**config.mk**
```make
export PLATFORM = sky130hd
export DESIGN_NAME = la_ao311_bist
export DESIGN_NICKNAME = d
export VERILOG_FILES = /design/src/rtl/la_ao311_bist.sv
export SDC_FILE = /design/constraint.sdc
export NUM_CORES = 1
export LEC_CHECK = 0
export BUFFER_PORTS_ARGS = -buffer_cell sky130_fd_sc_hd__buf_2
export CORE_MARGIN = 2
export CORE_UTILIZATION = 25
export DETAILED_ROUTE_END_ITERATION = 8
export SLEW_MARGIN = 20
export SYNTH_ARGS = -nofsm -noshare
export SYNTH_HDL_FRONTEND = slang
export SYNTH_SLANG_ARGS = --single-unit
export TNS_END_PERCENT = 20
```
**constraint.sdc**
```tcl
create_clock -name clk -period 3.7 [get_ports clk]
set_input_delay 0.185 -clock clk [delete_from_list [all_inputs] [get_ports clk]]
set_output_delay 0.185 -clock clk [all_outputs]
set_load 0.05 [all_outputs]
```
**src/rtl/la_ao311_bist.sv**
```systemverilog
// rtl/la_ao311_bist.sv - exhaustive 32-pattern BIST driver and checker for ao311/oa311 gates
// Drives {c0,b0,a2,a1,a0} = 0..31, compares z after LAT cycles, and reports count, first failure and pass.
module la_ao311_bist #(
  parameter     PROP = "DEFAULT",
  parameter     FUNC = "AO311",
  parameter int LAT  = 0
) (
  input  logic       clk,
  input  logic       reset,
  input  logic       start,
  output logic       a0,
  output logic       a1,
  output logic       a2,
  output logic       b0,
  output logic       c0,
  input  logic       z,
  output logic       busy,
  output logic       done,
  output logic       pass,
  output logic [5:0] errcnt,
  output logic [4:0] failvec,
  output logic       failvalid
);
  localparam bit IS_AO = (FUNC == "AO311");

  if (!((FUNC == "AO311") || (FUNC == "OA311")) || (PROP == "")) begin : g_bad_func
    $error("la_ao311_bist: FUNC must be AO311 or OA311");
  end
  if ((LAT < 0) || (LAT > 7)) begin : g_bad_lat
    $error("la_ao311_bist: LAT must be 0..7");
  end

  typedef enum logic [1:0] {IDLE, RUN, DRAIN, DONE} state_t;

  state_t     state;
  state_t     state_nx;
  logic       start_q;
  logic       clear;
  logic [4:0] stim;
  logic [2:0] drain_cnt;
  logic       cmp_v;
  logic       cmp_e;
  logic [4:0] cmp_p;

  function automatic logic golden(input logic [4:0] s);
    if (IS_AO) return (s[0] & s[1] & s[2]) | s[3] | s[4];
    else       return (s[0] | s[1] | s[2]) & s[3] & s[4];
  endfunction

  always_comb begin
    state_nx = state;
    clear    = 1'b0;
    case (state)
      IDLE, DONE: begin
        if (start_q) begin
          state_nx = RUN;
          clear    = 1'b1;
        end
      end
      RUN:     if (stim == 5'd31) state_nx = (LAT == 0) ? DONE : DRAIN;
      DRAIN:   if (drain_cnt == 3'd0) state_nx = DONE;
      default: state_nx = IDLE;
    endcase
  end

  // start is registered so that a held start re-enters RUN after exactly one DONE cycle
  always_ff @(posedge clk or posedge reset) begin
    if (reset) begin
      state     <= IDLE;
      start_q   <= 1'b0;
      stim      <= 5'd0;
      drain_cnt <= 3'd0;
    end else begin
      state   <= state_nx;
      start_q <= start;
      if ((state == RUN) && (state_nx == RUN)) stim <= stim + 5'd1;
      else                                     stim <= 5'd0;
      if (state == RUN)                               drain_cnt <= 3'(LAT - 1);
      else if ((state == DRAIN) && (drain_cnt != 3'd0)) drain_cnt <= drain_cnt - 3'd1;
    end
  end

  assign {c0, b0, a2, a1, a0} = stim;
  assign busy = (state == RUN) || (state == DRAIN);
  assign done = (state == DONE);
  assign pass = done && (errcnt == 6'd0);

  if (LAT == 0) begin : g_direct
    assign cmp_v = (state == RUN);
    assign cmp_e = golden(stim);
    assign cmp_p = stim;
  end else begin : g_dl
    logic [LAT-1:0] dv;
    logic [LAT-1:0] de;
    logic [4:0]     dp [LAT];

    always_ff @(posedge clk or posedge reset) begin
      if (reset) begin
        dv <= '0;
        de <= '0;
        for (int i = 0; i < LAT; i++) dp[i] <= 5'd0;
      end else begin
        dv[0] <= (state == RUN);
        de[0] <= golden(stim);
        dp[0] <= stim;
        for (int i = 1; i < LAT; i++) begin
          dv[i] <= dv[i-1];
          de[i] <= de[i-1];
          dp[i] <= dp[i-1];
        end
      end
    end

    assign cmp_v = dv[LAT-1];
    assign cmp_e = de[LAT-1];
    assign cmp_p = dp[LAT-1];
  end

  // case inequality so an unknown z counts as a mismatch in simulation
  always_ff @(posedge clk or posedge reset) begin
    if (reset) begin
      errcnt    <= 6'd0;
      failvec   <= 5'd0;
      failvalid <= 1'b0;
    end else if (clear) begin
      errcnt    <= 6'd0;
      failvec   <= 5'd0;
      failvalid <= 1'b0;
    end else if (cmp_v && (z !== cmp_e)) begin
      errcnt <= errcnt + 6'd1;
      if (!failvalid) begin
        failvec   <= cmp_p;
        failvalid <= 1'b1;
      end
    end
  end
endmodule
```
==> After elaboration in Yosys (flattened, before gate mapping) <==
Cells that the tools add are included.
{ "totals": {"wordCells": 50, "register_bits": 23} }
{ "classes": {"add_sub_neg": 3, "muxes": 16, "n_bitwise": 4, "n_eq_ne": 7, "n_reduce_logical": 13} }
{ "op_table": {"columns": ["operator", "n"], "rows": [
  ["5-bit 2-to-1 mux", 4],
  ["6-bit 2-to-1 mux", 2],
  ["6-bit by 1-bit adder with 6-bit output, second input constant", 1],
  ["6-bit logical NOT", 1],
  ["2-bit 2-to-1 mux", 3],
  ["3-bit 2-to-1 mux", 2],
  ["2-bit one-hot mux with 3 select lines", 1],
  ["5-bit by 1-bit adder with 5-bit output, second input constant", 1],
  ["5-bit == test, second input constant", 1],
  ["2-bit by 1-bit == test with 1-bit output, second input constant", 2],
  ["2-bit == test, second input constant", 2],
  ["1-bit logical AND", 4],
  ["1-bit 2-to-1 mux", 4],
  ["2-bit nonzero test", 2],
  ["3-bit logical NOT", 1],
  ["3-bit nonzero test", 1],
  ["3-bit by 1-bit subtractor with 3-bit output, second input constant", 1],
  ["1-bit AND", 2],
  ["2-bit logical NOT", 1],
  ["2-bit by 1-bit != test with 1-bit output, second input constant", 1],
  ["1-bit OR", 2],
  ["2-bit AND reduction", 1],
  ["2-bit OR reduction", 1],
  ["1-bit logical OR", 1],
  ["1-bit case inequality test", 1]
]} }

==> Depth between registers and ports, before layout <==
Gate-level depths: netlist of run 1.
{ "logic_depth": {"ltp_word": 8, "depth_mapped": 8} }

==> Worst setup path before layout of run 1 <==
No wires, ideal clock.
{ "synth_timing": {"path_kind": "register to register", "start": "register stim[0] (netlist: cmp_p[0])", "end": "register errcnt[5]", "n_path_buf": 2, "stages_incl_launch_ff": 9, "t_required_ps": 3621, "arrival_time_ps": 2229, "synth_period_minus_slack_ps": 2308, "setup_slack_ps": 1392, "setup_ps": 79, "path_cell_list": "dfrtp_1 ha_1 ha_1 or4_1 buf_2 and3_1 buf_2 nand3_1 mux2i_1"} }
{ "synth_between": {"elab_chain_cells": 7} }
{ "synth_lines": {"columns": ["item", "line_no", "text"], "rows": [
  ["start, declared", "39", "logic [4:0] stim;"],
  ["start signal, assigned", "76", "if ((state == RUN) && (state_nx == RUN)) stim <= stim + 5'd1;"],
  ["1-bit AND (2 in a row)", "46", "if (IS_AO) return (s[0] & s[1] & s[2]) | s[3] | s[4];"],
  ["1-bit OR (2 in a row)", "46", null],
  ["1-bit case inequality test", "129", "end else if (cmp_v && (z !== cmp_e)) begin"],
  ["1-bit logical AND", "129", null],
  ["2-bit nonzero test (no line)", null, null],
  ["end signal, assigned", "130", "errcnt <= errcnt + 6'd1;"],
  ["end, declared", "20", "output logic [5:0] errcnt,"]
]} }
Every way passes these cells.
A chain may end at the register's enable or synchronous reset.

==> Final worst setup path of run 1 <==
{ "layout_timing": {"start": "register stim[0] (netlist: cmp_p[0])", "end": "register failvec[2]"} }
{ "layout_between": {"elab_chain_cells": 8} }
{ "layout_lines": {"columns": ["item", "line_no", "text"], "rows": [
  ["1-bit AND (2 in a row)", "46", null],
  ["1-bit OR (2 in a row)", "46", null],
  ["1-bit case inequality test", "129", null],
  ["1-bit logical AND", "129", null],
  ["2-bit nonzero test (no line)", null, null],
  ["2-bit AND reduction (no line)", null, null],
  ["end signal, assigned", "132", "failvec <= cmp_p;"],
  ["end, declared", "21", "output logic [4:0] failvec,"]
]} }
Every way passes these cells.

==> out/qor.csv, run 1 <==
metric;value;unit
minimum hold slack;39.85;ps
number of global-route vias before repair;836;
syn_nets;132;
sequential fraction of the synthesis area;49.20;%
Synth warnings;0;
antenna-violating nets left;0;
Critical Path End Type;flop;
largest net degree at the start of global routing;24;
GRT Util Overall;9.518;%
drt wl/cell;11.83;um
# H-tree levels;1;
Post-route DRC;0;
n_diodes;0;
final setup vio count;0;
CP required;3840;ps
TNS Setup;0;ps
cts hold-fix bufs;0;
GP Congestion;0.6952;
initial cell density of the core;26.32;%
net count reported at finish;155;
most frequent cells in the layout;dfrtp_1 (23), buf_2 (23), nor2_1 (11);
Tcrit/Tclk final;56.90;%
Vias;872;
DP Wirelength;1688;um
CTS tree;done;
DR vias/cell;4.542;
Final Slew Violations;0;
Die Y-Extent;72.41;um
worst min path class;in -> reg;
initial DRC count;48;
synth unique cells;25;
critical path class;reg -> reg;
synth top area cells;dfrtp_1 (49%), ha_1 (11%), nor2_1 (3.5%);
Top-Level Pins;24;
Setup Buffers After CTS;0;
Yosys top cell area share;49.20;%
# Max-Cap Violations;0;
1st-pass router iterations;4;
Cells after Synth;118;
Critical Path Start Type;flop;
Horiz. Die Dim;72.41;um
Die ar.;5242;um^2
Yosys reg bits;23;
Core Rows;24;
min Tclk post-route;2105;ps
max_slew headroom;41.53;%
cell taking the most area after synthesis;dfrtp_1;
status;finished clean;
worst-skew pair later-pin latency;260;ps
routed wire length;2271;um
Clock Tree Buf Depth;2;
Sink Count;23;
Synth-to-Final Area Change;17.43;%
WP data arrival;2250;ps
clock-pin transition on the worst setup and hold timing paths;90;ps
Reg2Reg Depth;6;
CTS buffer count;3;
Least-Margin Pin Slew;876.1;ps
PortBufs;23;
clock skew;10.98;ps
crit path max fanout;10;
fmax;475.0;MHz
Overflow after GRT;0;
initial antenna violation count;0;
Root Buffer;clkbuf_8;
layout cells sized above 1;18.57;%
RSZ-0062 raised after global routing;false;
Resize count post-CTS;0;
core area;4444;um^2
Synth Cell Area;1170;um^2
Hold Path Depth;1;
endpoints failing hold;0;
Synth Area per Inst;9.914;um^2
first-pass GRT wire length;3939;um
-- final timing paths --
| check | from | to | slack, ps |
|---|---|---|---|
| setup / recovery | cmp_p[0]$_DFF_PP0_ | failvec[2]$_DFFE_PP0P_ | 1590 |
| max in group asynchronous | reset | cmp_p[3]$_DFF_PP0_ | 3060 |
| min in group asynchronous | reset | failvec[0]$_DFFE_PP0P_ | 90 |
| setup reg to reg | cmp_p[0]$_DFF_PP0_ | failvec[2]$_DFFE_PP0P_ | 1590 |
| hold reg to reg | drain_cnt[2]$_DFFE_PP0P_ | drain_cnt[2]$_DFFE_PP0P_ | 490 |
| hold / removal | start | start_q$_DFF_PP0_ | 40 |
-- cells in the mapped netlist --
master,n
a211o_1,3
nor2_1,11
clkbuf_1,3
o21bai_1,1
o21ai_0,6
and3_1,5
ha_1,10
nand2_1,9
and2_1,4
inv_1,10
nand2b_1,3
nand4bb_1,1
or4_1,1
dfrtp_1,23
o21a_1,1
nand3_1,8
nand4b_1,1
xnor2_1,2
a22oi_1,1
xor2_1,4
nand4_1,3
buf_2,2
o31ai_1,1
mux2i_1,2
nor3_1,3
-- critical path: stages, from the launching register on --
cell      delay [ps]
dfrtp_1          420
ha_1             230
ha_1             190
o31ai_1          480
nand4b_1         400
nand3_1          190
o21ai_0           90
-- stage by stage --
stage               instances  util, %  setup WS [ps]  instance area [um^2]
finish                    192    30.91           1595                  1374
CTS                       192    30.91           1580                  1374
global placement          188    29.90           1621                  1329
floorplan                 118        -           1392                  1170
detailed placement        188    29.90           1579                  1329
global route              192    30.91           1333                  1374
-- cell families after synthesis --
logic type	Yosys count	synth area share, %
DFF	23	49.20
adders and majority gates	10	10.70
xor gates and xnor gates	6	4.492
AOI/OAI and AO/OA	13	7.381
buffers and inverters	15	5.027
muxes	2	1.711
and+or+nand+nor	49	21.50
-- routing by layer --
layer | routed length, um | part of all wire, % | track usage [%]
met1 | 1114 | 49 | 12.24
met2 | 1067 | 47 | 16.21
met3 | 65 | 2.9 | 2.500
met4 | 23 | 1.0 | 1.852
met5 | 0 | 0 | 0
-- layout make-up --
cell class,count,area [um^2]
multi-input combinational,80,535.5
tap,52,65.06
sequential,23,575.6
timing repair buffer,23,115.1
inverter,10,37.54
clock buffer,4,45.04
fill,478,3070
-- state kept, by name, summed over array words and instances, names as in the netlist --
| register | cells |
|---|---|
| failvalid | 1 |
| cmp_p | 5 |
| state | 2 |
| failvec | 5 |
| drain_cnt | 3 |
| errcnt | 6 |
| start_q | 1 |
Power of run 1 is not shown: default switching activity piles up to over one toggle a cycle in this logic, so the estimate is an artifact.
==> run 2, diff against run 1 <==
==> constraint.sdc (replaced) <==
create_clock -name clk -period 2.2 [get_ports clk]
set_input_delay 0.11 -clock clk [delete_from_list [all_inputs] [get_ports clk]]
set_output_delay 0.11 -clock clk [all_outputs]
set_load 0.05 [all_outputs]
==> out/qor.csv, run 2 (synthesis gave the netlist of run 1 again) <==
metric;value;unit;change
Top-Level Pins;24;;unchanged
core area;4444;um^2;unchanged
TNS Setup;0;ps;unchanged
status;finished clean;;
Root Buffer;clkbuf_8;;
switching pwr;0.001133;W;
max_slew headroom;68.78;%;+27 points
Die ar.;5242;um^2;unchanged
Core Rows;24;;unchanged
Slowest-stage cell, CP;or4_1;;
Slowest Stage Delay on Critical Path;580;ps;+100 ps
Place WS;155.2;ps;-1424 ps
Overflow after GRT;0;;unchanged
clock skew;7.601;ps;-3.382 ps
Critical Path End Type;flop;;
commonest non-fill, non-tap cell in the layout;buf_2;;
Reg2Reg Depth;6;;unchanged
CTS buffer count;3;;unchanged
clock share of power;11.9;%;
final std cell area, no fill;1419;um^2;+3.3%
# H-tree levels;1;;unchanged
Tcrit/Tclk final;93.06;%;+36 points
Post-route DRC;0;;unchanged
DR vias/cell;4.416;;-2.8%
Final Slew Violations;0;;unchanged
CTS tree;done;;
max reg flops;6;;unchanged
Largest Register;errcnt;;
n_diodes;0;;unchanged
worst setup path end;errcnt[5]$_DFFE_PP0P_;;
P_int;0.001050;W;
maximum vdd drop;0.0004139;V;
initial cell density of the core;26.32;%;unchanged
worst-skew pair later-pin latency;260;ps;about the same
# fillers;474;;-0.84%
final setup vio count;0;;unchanged
Combinational Power Share;55.1;%;
fmax;488.4;MHz;+2.8%
Placed Area;1354;um^2;+1.9%
first-pass GRT wire length;3884;um;-1.4%
Horiz. Die Dim;72.41;um;unchanged
Sink Count;23;;unchanged
Setup Buffers After CTS;0;;unchanged
most frequent CP cell;ha_1;;
antenna-violating nets left;0;;unchanged
layout cells sized above 1;21.38;%;+2.8 points
Vias;870;;-0.23%
initial DRC count;74;;+54%
initial antenna violation count;0;;unchanged
Critical Path Start;cmp_p[0]$_DFF_PP0_;;
CP required;2400;ps;-1440 ps
Reg2Reg Setup Slack;150;ps;-1440 ps
Synth-to-Final Area Change;21.28;%;
Leakage;0.7507;nW;
Die Y-Extent;72.41;um;unchanged
Switching Fraction;51.89;%;
PortBufs;23;;unchanged
endpoints failing hold;0;;unchanged
largest net degree at the start of global routing;14;;-42%
critical-path cell list;ha_1, ha_1, or4_1, and3_1, nand3_1, mux2i_1;;
Critical Path Start Type;flop;;
RSZ-0062 raised after global routing;false;;
cts hold-fix bufs;2;;+2
net count reported at finish;160;;+3.2%
most frequent cells in the layout;buf_2 (23), dfrtp_1 (21), nor2_1 (11);;
DP Wirelength;1748;um;+3.5%
WP data arrival;2240;ps;about the same
sequential share of power;33.0;%;
slack of the critical path;152.6;ps;-1442 ps
worst min path class;in -> async;;
Resize count post-CTS;0;;unchanged
1st-pass router iterations;4;;unchanged
# Max-Cap Violations;0;;unchanged
worst reg2reg startpoint;cmp_p[0]$_DFF_PP0_;;
min Tclk post-route;2047;ps;-57.99 ps
GP Congestion;0.7070;;+1.7%
Clock Tree Buf Depth;2;;unchanged
pwr dens;1539;nW/um^2;
routed wire length;2295;um;+1.1%
clock-pin transition on the worst setup and hold timing paths;80;ps;about the same
Reg2Reg Capture Point;errcnt[5]$_DFFE_PP0P_;;
drt wl/cell;11.65;um;-1.5%
crit path max fanout;5;;-5
critical path class;reg -> reg;;
Least-Margin Pin Slew;467.9;ps;-408.2 ps
number of global-route vias before repair;860;;+2.9%
GRT Util Overall;9.509;%;-0.0097 points
-- run 2: cell count changes in the layout (fill, tap and decap cells not counted), sizes merged --
cell,delta
buf,+3
dlygate4sd3,+2
-- run 2: power by group through the flow --
stage | sequential [W] | combinational [W] | clock (W)
2_1_floorplan | 0.00113 | 0.000527 | 0
3_3_place_gp | 0.000730 | 0.00122 | 0
3_5_place_dp | 0.000731 | 0.00122 | 0
4_1_cts | 0.000723 | 0.00122 | 0.000273
5_1_grt | 0.000747 | 0.00132 | 0.000293
6_report | 0.000720 | 0.00120 | 0.000260
-- run 2: metrics by stage --
step                util, %  instances  hold slack [ps]  power (W)
floorplan                 -        118            111.8   0.001656
global placement      30.46        191            138.7   0.001947
detailed placement    30.46        191            149.2   0.001948
CTS                   31.93        197            407.7   0.002220
global route          31.93        197            457.4   0.002361
finish                31.93        197            402.4   0.002184
-- run 2: how the worst min path moves through the flow --
stage	slack, ps	start	cells past startpoint	end
2_1_floorplan	110	reset	1	cmp_p[2]$_DFF_PP0_
3_3_place_gp	140	reset	2	failvec[1]$_DFFE_PP0P_
3_5_place_dp	150	reset	2	failvec[3]$_DFFE_PP0P_
4_1_cts	410	reset	3	errcnt[2]$_DFFE_PP0P_
5_1_grt	460	reset	3	failvec[3]$_DFFE_PP0P_
6_report	400	reset	3	failvec[3]$_DFFE_PP0P_
-- run 2: worst max-delay path: cells and delay by family, from the launching register on --
kind                     cells  cell delay (ps)
flip-flops                   1              430
adder cells (fa/ha/maj)      2              400
multiplexers                 1              180
AND/OR/NAND/NOR              3              970
-- run 2: layout make-up --
cell class	count	area (um^2)	area share (%)
clock buffers	4	45.04	3.175
flip-flops and latches	23	578.1	40.74
repair buffers	28	157.7	11.11
multi-input cells	80	535.5	37.74
inverters	10	37.54	2.646
well taps	52	65.06	4.586
-- run 2: per-layer routing --
layer  vias up  global-route usage (%)  routed length [um]
li1        454                       -                   -
met3         4                   2.500                  66
met2        15                   15.90                1050
met1       397                   12.23                1146
met4         0                   2.469                  31
met5         -                       0                   0
Note: power is estimated with default switching activity, not from simulation.
